--- src/rtl/evr_marker_pkg.sv ---
// Shared constants and types for the EVR marker decoder.
package evr_marker_pkg;

  // Reset-default event codes for the heartbeat and pulse-per-second markers.
  localparam logic [7:0] HB_CODE  = 8'h7A;
  localparam logic [7:0] PPS_CODE = 8'h7D;

  // Width of the marker stretch counter; limits marker high time to 255 cycles.
  localparam int unsigned MARKER_CNT_WIDTH = 8;

  // Marker stretcher states.
  typedef enum logic [0:0] {
    ST_IDLE,
    ST_ACTIVE
  } stretch_state_e;

endpackage

--- src/rtl/evr_marker_stretch.sv ---
// Stretches a single-cycle hit into a marker that is high for exactly 'width' cycles.
// A hit while the marker is already high is dropped (no restart) and reported on
// overrunPulse, so every marker returns low before the next rising edge.
module evr_marker_stretch
  import evr_marker_pkg::*;
(
  input  logic                        clk,
  input  logic                        resetN,
  input  logic                        hit,
  input  logic [MARKER_CNT_WIDTH-1:0] width,
  output logic                        marker,
  output logic                        overrunPulse
);

  localparam logic [MARKER_CNT_WIDTH-1:0] CntOne = {{(MARKER_CNT_WIDTH-1){1'b0}}, 1'b1};

  stretch_state_e              state_q, state_d;
  logic [MARKER_CNT_WIDTH-1:0] cnt_q, cnt_d;

  // State and remaining-cycle counter; reset drops the marker immediately.
  always_ff @(posedge clk or negedge resetN) begin
    if (!resetN) begin
      state_q <= ST_IDLE;
      cnt_q   <= '0;
    end else begin
      state_q <= state_d;
      cnt_q   <= cnt_d;
    end
  end

  // Next-state: arm on a hit from idle, count down while active, flag ignored hits.
  always_comb begin
    state_d      = state_q;
    cnt_d        = cnt_q;
    overrunPulse = 1'b0;
    unique case (state_q)
      ST_IDLE: begin
        if (hit) begin
          state_d = ST_ACTIVE;
          cnt_d   = width - CntOne;
        end
      end
      ST_ACTIVE: begin
        overrunPulse = hit;
        if (cnt_q == '0) begin
          state_d = ST_IDLE;
        end else begin
          cnt_d = cnt_q - CntOne;
        end
      end
      default: begin
        state_d = ST_IDLE;
      end
    endcase
  end

  // Marker is a pure function of state so it is glitch-free and resets asynchronously.
  assign marker = (state_q == ST_ACTIVE);

endmodule

--- src/rtl/evr_marker_decoder.sv ---
// EVR event-code decoder: produces stretched heartbeat / PPS markers, measures the
// heartbeat period in evrClk cycles and keeps sticky overrun flags.
// Optional build macro EVR_MARKER_TIMESTAMP_EN adds evrSeconds / evrTicks outputs.
module evr_marker_decoder #(
  parameter logic [7:0]  HB_CODE      = evr_marker_pkg::HB_CODE,
  parameter logic [7:0]  PPS_CODE     = evr_marker_pkg::PPS_CODE,
  parameter int unsigned MARKER_WIDTH = 8,
  parameter int unsigned PERIOD_WIDTH = 32
) (
  input  logic                    evrClk,
  input  logic                    evrRstN,
  input  logic [7:0]              evrEventCode,
  input  logic                    evrEventValid,
  input  logic                    evrCfgStrobe,
  input  logic [7:0]              evrCfgHbCode,
  input  logic [7:0]              evrCfgPpsCode,
  input  logic                    evrClearStatus,
  output logic                    evrHeartbeatMarker,
  output logic                    evrPulsePerSecondMarker,
  output logic [PERIOD_WIDTH-1:0] evrHbPeriod,
  output logic                    evrHbPeriodValid,
  output logic                    evrHbPeriodStable,
`ifdef EVR_MARKER_TIMESTAMP_EN
  output logic [31:0]             evrSeconds,
  output logic [31:0]             evrTicks,
`endif
  output logic                    evrHbOverrun,
  output logic                    evrPpsOverrun
);

  import evr_marker_pkg::*;

  localparam logic [MARKER_CNT_WIDTH-1:0] MarkerWidthW = MARKER_WIDTH[MARKER_CNT_WIDTH-1:0];
  localparam logic [PERIOD_WIDTH-1:0]     PeriodOne    = {{(PERIOD_WIDTH-1){1'b0}}, 1'b1};

  // ---------------------------------------------------------------------------
  // Programmable event codes
  // ---------------------------------------------------------------------------
  logic [7:0] hb_code_q, hb_code_d;
  logic [7:0] pps_code_q, pps_code_d;
  logic       hb_hit, pps_hit;
  logic       hb_code_change;

  // Matching uses the registered codes, so a hit coinciding with a strobe sees the old codes.
  assign hb_hit         = evrEventValid && (evrEventCode == hb_code_q);
  assign pps_hit        = evrEventValid && (evrEventCode == pps_code_q);
  assign hb_code_change = evrCfgStrobe && (evrCfgHbCode != hb_code_q);

  // Code register next-state: both codes load together on a strobe.
  always_comb begin
    hb_code_d  = hb_code_q;
    pps_code_d = pps_code_q;
    if (evrCfgStrobe) begin
      hb_code_d  = evrCfgHbCode;
      pps_code_d = evrCfgPpsCode;
    end
  end

  // Code registers.
  always_ff @(posedge evrClk or negedge evrRstN) begin
    if (!evrRstN) begin
      hb_code_q  <= HB_CODE;
      pps_code_q <= PPS_CODE;
    end else begin
      hb_code_q  <= hb_code_d;
      pps_code_q <= pps_code_d;
    end
  end

  // ---------------------------------------------------------------------------
  // Marker stretchers
  // ---------------------------------------------------------------------------
  logic hb_ovr_pulse, pps_ovr_pulse;

  evr_marker_stretch u_hb_stretch (
    .clk          (evrClk),
    .resetN       (evrRstN),
    .hit          (hb_hit),
    .width        (MarkerWidthW),
    .marker       (evrHeartbeatMarker),
    .overrunPulse (hb_ovr_pulse)
  );

  evr_marker_stretch u_pps_stretch (
    .clk          (evrClk),
    .resetN       (evrRstN),
    .hit          (pps_hit),
    .width        (MarkerWidthW),
    .marker       (evrPulsePerSecondMarker),
    .overrunPulse (pps_ovr_pulse)
  );

  // ---------------------------------------------------------------------------
  // Sticky overrun flags and heartbeat period measurement
  // ---------------------------------------------------------------------------
  logic                    hb_ovr_q, hb_ovr_d;
  logic                    pps_ovr_q, pps_ovr_d;
  logic [PERIOD_WIDTH-1:0] period_cnt_q, period_cnt_d;
  logic                    capture_en_q, capture_en_d;
  logic [PERIOD_WIDTH-1:0] hb_period_q, hb_period_d;
  logic                    period_valid_q, period_valid_d;
  logic                    period_stable_q, period_stable_d;
  logic                    period_sat;
  logic [PERIOD_WIDTH-1:0] period_next;

  assign period_sat  = &period_cnt_q;
  // Period counts the hit cycle itself, so heartbeats every N cycles report N.
  assign period_next = period_cnt_q + PeriodOne;

  // Overrun flags: a new overrun beats a simultaneous clear.
  always_comb begin
    hb_ovr_d  = hb_ovr_q;
    pps_ovr_d = pps_ovr_q;
    if (evrClearStatus) begin
      hb_ovr_d  = 1'b0;
      pps_ovr_d = 1'b0;
    end
    if (hb_ovr_pulse) begin
      hb_ovr_d = 1'b1;
    end
    if (pps_ovr_pulse) begin
      pps_ovr_d = 1'b1;
    end
  end

  // Period next-state: every heartbeat hit (even one the stretcher ignored) closes a period.
  always_comb begin
    period_cnt_d    = period_sat ? period_cnt_q : period_next;
    capture_en_d    = capture_en_q;
    hb_period_d     = hb_period_q;
    period_valid_d  = period_valid_q;
    period_stable_d = period_stable_q;
    if (evrClearStatus) begin
      period_stable_d = 1'b0;
    end
    if (hb_hit) begin
      period_cnt_d = '0;
      capture_en_d = 1'b1;
      if (capture_en_q) begin
        if (!period_sat) begin
          hb_period_d     = period_next;
          period_valid_d  = 1'b1;
          period_stable_d = (period_next == hb_period_q) && period_valid_q;
        end else begin
          // Period too long to represent: report no measurement rather than a wrong one.
          period_valid_d  = 1'b0;
          period_stable_d = 1'b0;
        end
      end
    end
    // A new heartbeat code invalidates any measurement taken against the old one.
    if (hb_code_change) begin
      capture_en_d    = 1'b0;
      period_valid_d  = 1'b0;
      period_stable_d = 1'b0;
    end
  end

  // Status and period registers.
  always_ff @(posedge evrClk or negedge evrRstN) begin
    if (!evrRstN) begin
      hb_ovr_q        <= 1'b0;
      pps_ovr_q       <= 1'b0;
      period_cnt_q    <= '0;
      capture_en_q    <= 1'b0;
      hb_period_q     <= '0;
      period_valid_q  <= 1'b0;
      period_stable_q <= 1'b0;
    end else begin
      hb_ovr_q        <= hb_ovr_d;
      pps_ovr_q       <= pps_ovr_d;
      period_cnt_q    <= period_cnt_d;
      capture_en_q    <= capture_en_d;
      hb_period_q     <= hb_period_d;
      period_valid_q  <= period_valid_d;
      period_stable_q <= period_stable_d;
    end
  end

  assign evrHbOverrun      = hb_ovr_q;
  assign evrPpsOverrun     = pps_ovr_q;
  assign evrHbPeriod       = hb_period_q;
  assign evrHbPeriodValid  = period_valid_q;
  assign evrHbPeriodStable = period_stable_q;

`ifdef EVR_MARKER_TIMESTAMP_EN
  // ---------------------------------------------------------------------------
  // Seconds / ticks timestamp driven by the PPS code
  // ---------------------------------------------------------------------------
  logic [31:0] seconds_q, seconds_d;
  logic [31:0] ticks_q, ticks_d;

  // Ticks saturate rather than wrap; seconds wrap naturally at 2^32.
  always_comb begin
    seconds_d = seconds_q;
    ticks_d   = (&ticks_q) ? ticks_q : ticks_q + 32'd1;
    if (pps_hit) begin
      seconds_d = seconds_q + 32'd1;
      ticks_d   = '0;
    end
  end

  // Timestamp registers.
  always_ff @(posedge evrClk or negedge evrRstN) begin
    if (!evrRstN) begin
      seconds_q <= '0;
      ticks_q   <= '0;
    end else begin
      seconds_q <= seconds_d;
      ticks_q   <= ticks_d;
    end
  end

  assign evrSeconds = seconds_q;
  assign evrTicks   = ticks_q;
`endif

endmodule

--- config.mk ---
export PLATFORM = sky130hd
export DESIGN_NAME = evr_marker_decoder
export DESIGN_NICKNAME = d
export VERILOG_FILES = /design/src/rtl/evr_marker_pkg.sv /design/src/rtl/evr_marker_stretch.sv /design/src/rtl/evr_marker_decoder.sv
export SDC_FILE = /design/constraint.sdc
export NUM_CORES = 1
export LEC_CHECK = 0
export CORE_AREA = 8 8 129 131
export DETAILED_ROUTE_END_ITERATION = 8
export DIE_AREA = 0 0 137 139
export GPL_TIMING_DRIVEN = 0
export PLACE_DENSITY = 0.59
export SLEW_MARGIN = 25
export SYNTH_ARGS = -nofsm -noshare
export SYNTH_HDL_FRONTEND = slang
export SYNTH_SLANG_ARGS = --single-unit
--- constraint.sdc ---
create_clock -name evrClk -period 3.39 [get_ports evrClk]
set_clock_uncertainty 0.1 [all_clocks]
set_input_delay 0.5085 -clock evrClk [delete_from_list [all_inputs] [get_ports evrClk]]
set_output_delay 0.5085 -clock evrClk [all_outputs]
set_load 0.05 [all_outputs]
== After elaboration in Yosys (flattened, before gate mapping) ==
Cells that the tools add are included.

* Reductions and logical operators: 15
* Shift-type cells: 0
* Bitwise logic cells: 3
* Add/subtract/negate cells: 3
* Multiplexer cells: 30
* Equal/unequal tests: 9
* Div/mod/pow operators: 0
* Multipliers: 0
* $lt $le $gt $ge: 0

{| class="wikitable"
|+ Operator list
! operator !! count
|-
| 32-bit two-way mux || 2
|-
| 32-bit by 1-bit adder with 32-bit output (second input constant) || 1
|-
| 32-bit equality test || 1
|-
| 8-bit two-way mux || 4
|-
| 8-bit one-hot mux with 2 select lines || 2
|-
| 32-bit AND reduction || 1
|-
| 1-bit two-way mux || 20
|-
| 8-bit equality test || 2
|-
| 8-bit zero test || 2
|-
| 8-bit by 1-bit subtractor with 8-bit output (second input constant) || 2
|-
| 8-bit inequality test || 1
|-
| 2-bit nonzero test || 4
|-
| 2-bit by 1-bit inequality test with 1-bit output (second input constant) || 3
|-
| 2-bit AND reduction || 3
|-
| 1-bit logical AND || 4
|-
| 2-bit inequality test (second input constant) || 2
|-
| 1-bit one-hot mux with 2 select lines || 2
|-
| 1-bit inverter || 3
|-
| 3-bit AND reduction || 1
|}

* Register bits: 103
* Bits in writable memories: 0
* Memories kept: 0
* Input port bits: 29
* Logic and storage cells: 73
* Bits in read-only memories: 0
* Output and inout bits: 38
* Bits in latches: 0

== Depth between registers and ports, before layout ==
Gate-level depths: netlist (run 1).

* Depth after elaboration: 7
* Mapped depth: 11
* Mapped depth without buffers: 9

== Cells and area by module ==
A second synthesis (run 1) with hierarchy kept.

* Cell total of the unflattened synthesis: 629
* Area, all modules: 6311.1 µm²

{| class="wikitable"
|+ Modules (own cells, without submodules)
! module !! cells an instance !! area an instance (µm²) !! times used !! sequential area each (µm²)
|-
| evr_marker_decoder || 483 || 4889.7 || 1 || 2140.8
|-
| evr_marker_stretch || 73 || 710.7 || 2 || 225.2
|}

== Worst setup path after synthesis (run 1) ==
Ideal clock, no wire load.

* Path kind: reg2reg
* Start point: register period_cnt_q[1]
* End point: register period_stable_q, in the netlist evrHbPeriodStable
* Path buffers: 0
* Cell stages (with the launch flop): 10
* Required time: 3.214 ns
* Setup slack: 0.869 ns
* Setup time: 0.076 ns
* Clock period less this slack: 2.521 ns
* Arrival time: 2.344 ns
* Cell sequence: dfrtp_1 -> ha_1 -> nand3_1 -> nor4_1 -> nand3_1 -> xor2_1 -> xor2_1 -> and4_1 -> nand4_1 -> o21ai_1

* Longest elaborated chain between the ends: 7
* Elaborated cells on any way between the ends: 8
* Classes of those cells: 1 x add/sub; 1 x eq/ne; 4 x mux; 2 x reduce/logical

{| class="wikitable"
|+ Ends and longest elaborated chain
! item !! line !! source
|-
| start: declaration || evr_marker_decoder.sv:98 || <nowiki>logic [PERIOD_WIDTH-1:0] period_cnt_q, period_cnt_d;</nowiki>
|-
| start signal: assignment || evr_marker_decoder.sv:172 || <nowiki>period_cnt_q <= period_cnt_d;</nowiki>
|-
| 32-bit by 1-bit adder with 32-bit output || evr_marker_decoder.sv:108 || <nowiki>assign period_next = period_cnt_q + PeriodOne;</nowiki>
|-
| 32-bit equality test || evr_marker_decoder.sv:143 || <nowiki>period_stable_d = (period_next == hb_period_q) && period_valid_q;</nowiki>
|-
| 1-bit logical AND || evr_marker_decoder.sv:143 ||
|-
| 1-bit two-way mux * || evr_marker_decoder.sv:140 || <nowiki>if (!period_sat) begin</nowiki>
|-
| 1-bit two-way mux * || evr_marker_decoder.sv:139 || <nowiki>if (capture_en_q) begin</nowiki>
|-
| 1-bit two-way mux * || evr_marker_decoder.sv:136 || <nowiki>if (hb_hit) begin</nowiki>
|-
| 1-bit two-way mux * || evr_marker_decoder.sv:152 || <nowiki>if (hb_code_change) begin</nowiki>
|-
| via period_stable_d || evr_marker_decoder.sv:102 || <nowiki>logic period_stable_q, period_stable_d;</nowiki>
|-
| end signal: assignment || evr_marker_decoder.sv:176 || <nowiki>period_stable_q <= period_stable_d;</nowiki>
|-
| end: declaration || evr_marker_decoder.sv:102 ||
|}

The timed path passes the listed nets; every way through them passes the cells marked *.
A chain may end at the register's enable or synchronous reset.

== Worst setup path after layout (run 1) ==
Ends and elaborated chain as after synthesis.

==> results of run 1 <==
==> Yosys cell counts, types with 2 or more instances <==
cell	number	area share
dfrtp_1	92	0.41
nand2_1	59	0.039
xnor2_1	50	0.077
o21ai_0	48	0.042
xor2_1	41	0.063
a21oi_1	38	0.034
nor2_1	28	0.019
nand3_1	21	0.019
mux2_2	18	0.036
nor3_1	17	0.015
nand4_1	15	0.017
clkbuf_1	14	0.0093
inv_1	12	0.0079
dfstp_2	11	0.051
nor4_1	10	0.011
buf_2	9	0.0079
and3_1	6	0.0066
and4_1	6	0.0093
buf_4	6	0.0079
nor2b_1	5	0.0055
and2_1	4	0.0044
or2_2	4	0.0044
a31oi_1	3	0.0033
ha_1	3	0.0066
nand3b_1	3	0.0040
o21a_1	3	0.0040
o22ai_1	3	0.0033
a2111oi_0	2	0.0031
a211oi_1	2	0.0026
a311o_1	2	0.0035
nand2b_1	2	0.0022
nand4_4	2	0.0075
nand4b_1	2	0.0031
nor4_4	2	0.0075
o2111ai_1	2	0.0031
o21ai_1	2	0.0018
o311ai_0	2	0.0031
o31a_1	2	0.0031
o31ai_1	2	0.0026
or2b_1	2	0.0026
or4_1	2	0.0026
==> worst paths after layout <==
kind | from | end | slack, ps | cells after the start
max | period_cnt_q[1] | evrHbPeriodStable | 220 | 9
min | evrRstN | period_cnt_q[9] | 10 | 1
max reg2reg | period_cnt_q[1] | evrHbPeriodStable | 220 | 9
min reg2reg | u_pps_stretch.cnt_q[0] | u_pps_stretch.cnt_q[0] | 410 | 1
max in group asynchronous | evrRstN | hb_code_q[4] | 2490 | 2
min in group evrClk | u_pps_stretch.cnt_q[0] | u_pps_stretch.cnt_q[0] | 410 | 1
==> sequential cells by signal, indices dropped and copies added, names as in the netlist, 8 cells and up <==
name and flops:
pps_code_q 8, evrHbPeriod 32, hb_code_q 8, period_cnt_q 32, u_hb_stretch.cnt_q 8, u_pps_stretch.cnt_q 8
==> kinds of logic after synthesis <==
kind of cell,Yosys count
simple gates,203
compound gates,120
xor+xnor,91
mux,19
buf+inv,43
fa+ha+maj,3
flops,103
==> report_power, final <==
group          internal, W  switching, W
Clock             0.000573      0.000440
Combinational     0.000658      0.000912
Sequential         0.00151      0.000286
==> stage by stage <==
stage / instances / setup slack, ps
global route: 852 / 59.2
finish: 852 / 222
detailed placement: 836 / -209
global placement: 835 / -2250
CTS: 852 / 50.4
floorplan: 582 / 869
==> what timing repair did <==
item                       4_1_cts  5_1_grt
gates resized for setup          0        7
setup endpoints to repair        0       21
hold endpoints to repair         0        0
==> layer usage <==
| layer | vias to the layer above | track usage | share of wire |
|---|---|---|---|
| met3 | 22 | 0.0453 | 0.071 |
| met5 | - | 0 | 0 |
| met1 | 2263 | 0.210 | 0.44 |
| met4 | 0 | 0.0721 | 0.024 |
| li1 | 2209 | - | - |
| met2 | 118 | 0.261 | 0.46 |
==> area by class of cell <==
cell class                      instances  share of cell area
Multi-Input combinational cell        436               0.421
Sequential cell                       103               0.376
Timing Repair Buffer                   66              0.0985
Clock buffer                           14              0.0354
Tap cell                              188              0.0341
Buffer                                 31              0.0236
Inverter                               12             0.00653
Clock inverter                          2             0.00508
==> layout by cell type (no fill, tap or decap), types with 3 or more instances in the layout <==
cell,instances
nand4_1,15
o22ai_1,3
a31oi_1,3
nand2_1,59
mux2_2,18
o21ai_0,48
or2_2,4
ha_1,3
buf_4,6
xnor2_1,50
and4_1,6
nor3_1,16
dfstp_2,11
nor2_1,28
and3_1,6
nand3b_1,3
xor2_1,41
nor4_1,8
clkbuf_1,17
inv_1,12
nand3_1,20
nor4_4,3
o21a_1,3
clkbuf_16,9
buf_2,9
clkdlybuf4s50_1,64
dfrtp_1,92
and2_1,4
nor2b_1,5
a21oi_1,38
==> flow_summary.yaml, run 1 <==
die:
  core_area_sq_um: 14800
  start_util: 0.385
  rows: 45
  design.die.area_sq_um: 19000
  dieWidth_um: 137
  io-pin-count: 67
  die_h_um: 139
worst_setup_path:
  crit_family: "simple AND/OR/NAND/NOR gates"
  worstPathMaxFanout: 7
  crit_top_cell: "xnor2_1"
  crit_chain: "ha_1 -> nand3_2 -> or4_4 -> nor3_1 -> xnor2_1 -> xnor2_1 -> nor4_2 -> nand4_1 -> o21ai_1"
  endpoint_kind: "flop"
  required_ps: 3560
  cpPeakStageDelay_ps: 590
  crit_path_top_delay_cell: "or4_4"
  critPathBufInv: 0
  criticalPathCategory: "flop to flop"
  arrival_ps: 3340
  critPathLaunchType: "flop"
route:
  drc_errors: 0
  drtIter0Drc: 267
  via_count: 4612
  firstDrtPassIters: 4
  antenna_left: 0
  detail_route.wl_per_cell_um: 17.9
  viasPerCell: 5.41
  wirelength_um: 15200
synthesis:
  synth_adder_area_share: 0.00662
  synth_edf_count: 0
  synth-main-ff-cell: "dfrtp_1"
  ys_seq_area_frac: 0.457
  synthXorXnorAreaFrac: 0.140
  synth_nets: 614
  synthArstFlopShare: 1.00
  synth_top_family_by_area: "simple AND/OR/NAND/NOR gates"
  syn_avg_cell_area_sq_um: 9.75
  synthCells: 582
  synthSimpleGateAreaFrac: 0.200
  synth_cell_types: 66
  synthMuxAreaShare: 0.0375
  netlist_area_sq_um: 5670
  yosysWarningCount: 0
  synth_compound_area_frac: 0.123
  ys_ff_latch: 103
sta:
  holdWs_ps: 12.4
  slew_headroom: 0.534
  fin_crit_sh: 0.934
  fin_tns_setup_ps: 0
  max_freq_mhz: 316
  period_minus_slack_ps: 3170
  rsz0062_at_grt: "false"
  setup_viol: 0
  slew_viol_final: 0
  hold_viol_final: 0
  worst_slew_pin_slew_ps: 693
finish:
  num-nets-final: 691
  drive_gt1_frac: 0.125
  design_area_sq_um: 6900
  synthToLayoutAreaGrowth_pct: 21.6
  fill_cells: 1413
  seq_area_sq_um: 2590
  multi_input_area_sq_um: 2910
  diodes: 0
  fin_util: 0.468
cts:
  cts_buffer_depth: 2
  cts_setup_buffers: 0
  cts_tree: "yes"
  htree_levels: 3
  cts_hold_buf: 0
  insertion_delay_ps: 350
  clkTransAtPathRegs_ps: 70
  cts_buffers: 9
  cts_root_buffer: "clkbuf_16"
  cts.sinks: 103
power:
  power.total_w: 0.00437
  power_leakage_nw: 2.65
  powerDensity_nw_per_um2: 634
  vdd_drop_max_uv: 241
global_routing:
  grt_max_degree: 55
  grt_pass1_vias: 4806
  gr-total-overflow: 0
  grt_first_pass_wirelength_um: 25100
  grt_use_total: 0.167
  antenna_found_initial: 0
placement:
  port-buffer-count: 65
  dp_hpwl_um: 11400
  globalplace.congestion: 0.884
  placed_area_sq_um: 6590
hold_path:
  hold_class: "input pin to async pin"
job:
  drv_cap: 0
outcome:
  status: "finished, final reports clean"
Note: power is estimated with default switching activity, not from simulation.
==> run 2, diff against run 1 <==
--- a/config.mk
+++ b/config.mk
@@ -9,7 +9,7 @@
 export DETAILED_ROUTE_END_ITERATION = 8
 export DIE_AREA = 0 0 137 139
 export GPL_TIMING_DRIVEN = 0
-export PLACE_DENSITY = 0.59
+export PLACE_DENSITY = 0.66
 export SLEW_MARGIN = 25
 export SYNTH_ARGS = -nofsm -noshare
 export SYNTH_HDL_FRONTEND = slang
==> flow_summary.yaml, run 2 (synthesis results as in run 1) <==
route:
  antenna_left: 0
  wirelength_um: 14900
  detail_route.wl_per_cell_um: 17.5
  drtIter0Drc: 319
  drc_errors: 0
  firstDrtPassIters: 5
  viasPerCell: 5.40
  via_count: 4610
worst_setup_path:
  crit_family: "simple AND/OR/NAND/NOR gates"
  critPathBufInv: 0
  required_ps: 3570
  arrival_ps: 3310
  crit_chain: "ha_1 -> nand3_2 -> or4_4 -> nor3_1 -> xnor2_1 -> xnor2_1 -> nor4_2 -> nand4_1 -> o21ai_1"
  criticalPathCategory: "flop to flop"
  crit_top_cell: "xnor2_1"
  cpPeakStageDelay_ps: 590
  critPathLaunchType: "flop"
  endpoint_kind: "flop"
  crit_path_top_delay_cell: "or4_4"
  worstPathMaxFanout: 7
cts:
  cts_tree: "yes"
  cts_buffer_depth: 2
  htree_levels: 3
  cts.sinks: 103
  insertion_delay_ps: 360
  cts_setup_buffers: 0
  clkTransAtPathRegs_ps: 70
  cts_buffers: 9
  cts_root_buffer: "clkbuf_16"
sta:
  hold_viol_final: 0
  holdWs_ps: 397
  slew_headroom: 0.485
  period_minus_slack_ps: 3130
  rsz0062_at_grt: "false"
  fin_crit_sh: 0.924
  max_freq_mhz: 319
  fin_tns_setup_ps: 0
  slew_viol_final: 0
  setup_viol: 0
  worst_slew_pin_slew_ps: 765
finish:
  fin_util: 0.473
  drive_gt1_frac: 0.131
  seq_area_sq_um: 2590
  diodes: 0
  fin_cells: 853
  multi_input_area_sq_um: 2910
  synthToLayoutAreaGrowth_pct: 23.0
  layout_commonest_cell: "dfrtp_1"
  num-nets-final: 692
  fill_cells: 1442
  layout_common_cells: "dfrtp_1 (92), clkdlybuf4s50_1 (64), nand2_1 (59), xnor2_1 (50), o21ai_0 (48)"
die:
  dieWidth_um: 137
  rows: 45
  start_util: 0.385
  io-pin-count: 67
  die_h_um: 139
  core_area_sq_um: 14800
  design.die.area_sq_um: 19000
power:
  power_leakage_nw: 2.68
  powerDensity_nw_per_um2: 654
  power.total_w: 0.00456
  vdd_drop_max_uv: 303
placement:
  dp_hpwl_um: 11200
  globalplace.congestion: 0.888
  post-place-cells: 836
  port-buffer-count: 65
global_routing:
  grt_use_total: 0.166
  grt_first_pass_wirelength_um: 25000
  antenna_found_initial: 0
  gr-total-overflow: 0
  grt_max_degree: 78
  grt_pass1_vias: 4876
outcome:
  status: "finished, final reports clean"
hold_path:
  hold_class: "flop to flop"
job:
  drv_cap: 0
## run 2: cell types whose count changed in the layout (fill, tap and decap cells not counted)
cell | before | now
bufinv_16 | 1 | 3
clkbuf_1 | 17 | 13
clkinv_2 | 1 | 0
clkinvlp_4 | 0 | 1
dlygate4sd3_1 | 0 | 1
inv_6 | 0 | 2
## run 2: worst paths after layout
kind                                       start  cells after the start  slack, ps                     to
max in group asynchronous                evrRstN                      3       2080        period_cnt_q[9]
min                        u_hb_stretch.cnt_q[0]                      1        400  u_hb_stretch.cnt_q[0]
min in group asynchronous                evrRstN                      2        470           hb_code_q[2]
min reg2reg                u_hb_stretch.cnt_q[0]                      1        400  u_hb_stretch.cnt_q[0]
max                              period_cnt_q[1]                      9        260      evrHbPeriodStable
max reg2reg                      period_cnt_q[1]                      9        260      evrHbPeriodStable
## run 2: area by class of cell
class / instances / area share
sequential: 103 / 0.371
clock buffer: 10 / 0.0328
tap: 188 / 0.0337
multi-input combinational: 436 / 0.417
buffer: 31 / 0.0233
inverter: 12 / 0.00646
timing repair buffer: 67 / 0.0988
clock inverter: 6 / 0.0165
## run 2: worst register-to-register path, cell delays in order (launching register included)
cell     delay (ps)
dfrtp_1         450
ha_1            350
nand3_2         230
or4_4           590
nor3_1          340
xnor2_1         250
xnor2_1         120
nor4_2          250
nand4_1         190
o21ai_1         180
## run 2: report_power, final
group	switching (W)	internal, W
clock	0.000478	0.000727
combinational	0.000906	0.000659
sequential	0.000288	0.00150
total	0.00167	0.00289
## run 2: metrics by stage
stage                     setup WS [ps]  area, sq um
after floorplan                     869         5670
final                               259         6980
after global routing               97.0         6980
after detailed placement           -125         6590
after CTS                           146         6950
after global placement            -2110         6560
## run 2: metal layers
| layer | vias up | GRT usage | share of wire |
|---|---|---|---|
| li1 | 2214 | - | - |
| met1 | 2256 | 0.212 | 0.43 |
| met2 | 118 | 0.255 | 0.47 |
| met3 | 22 | 0.0514 | 0.082 |
| met4 | 0 | 0.0618 | 0.022 |
| met5 | - | 0 | 0 |
## run 2: timing repair
item / CTS / global route
gates resized for setup: 0 / 7
hold endpoints to repair: 15 / 0
endpoints found under the setup margin: 0 / 21
hold buffers: 1 / 0
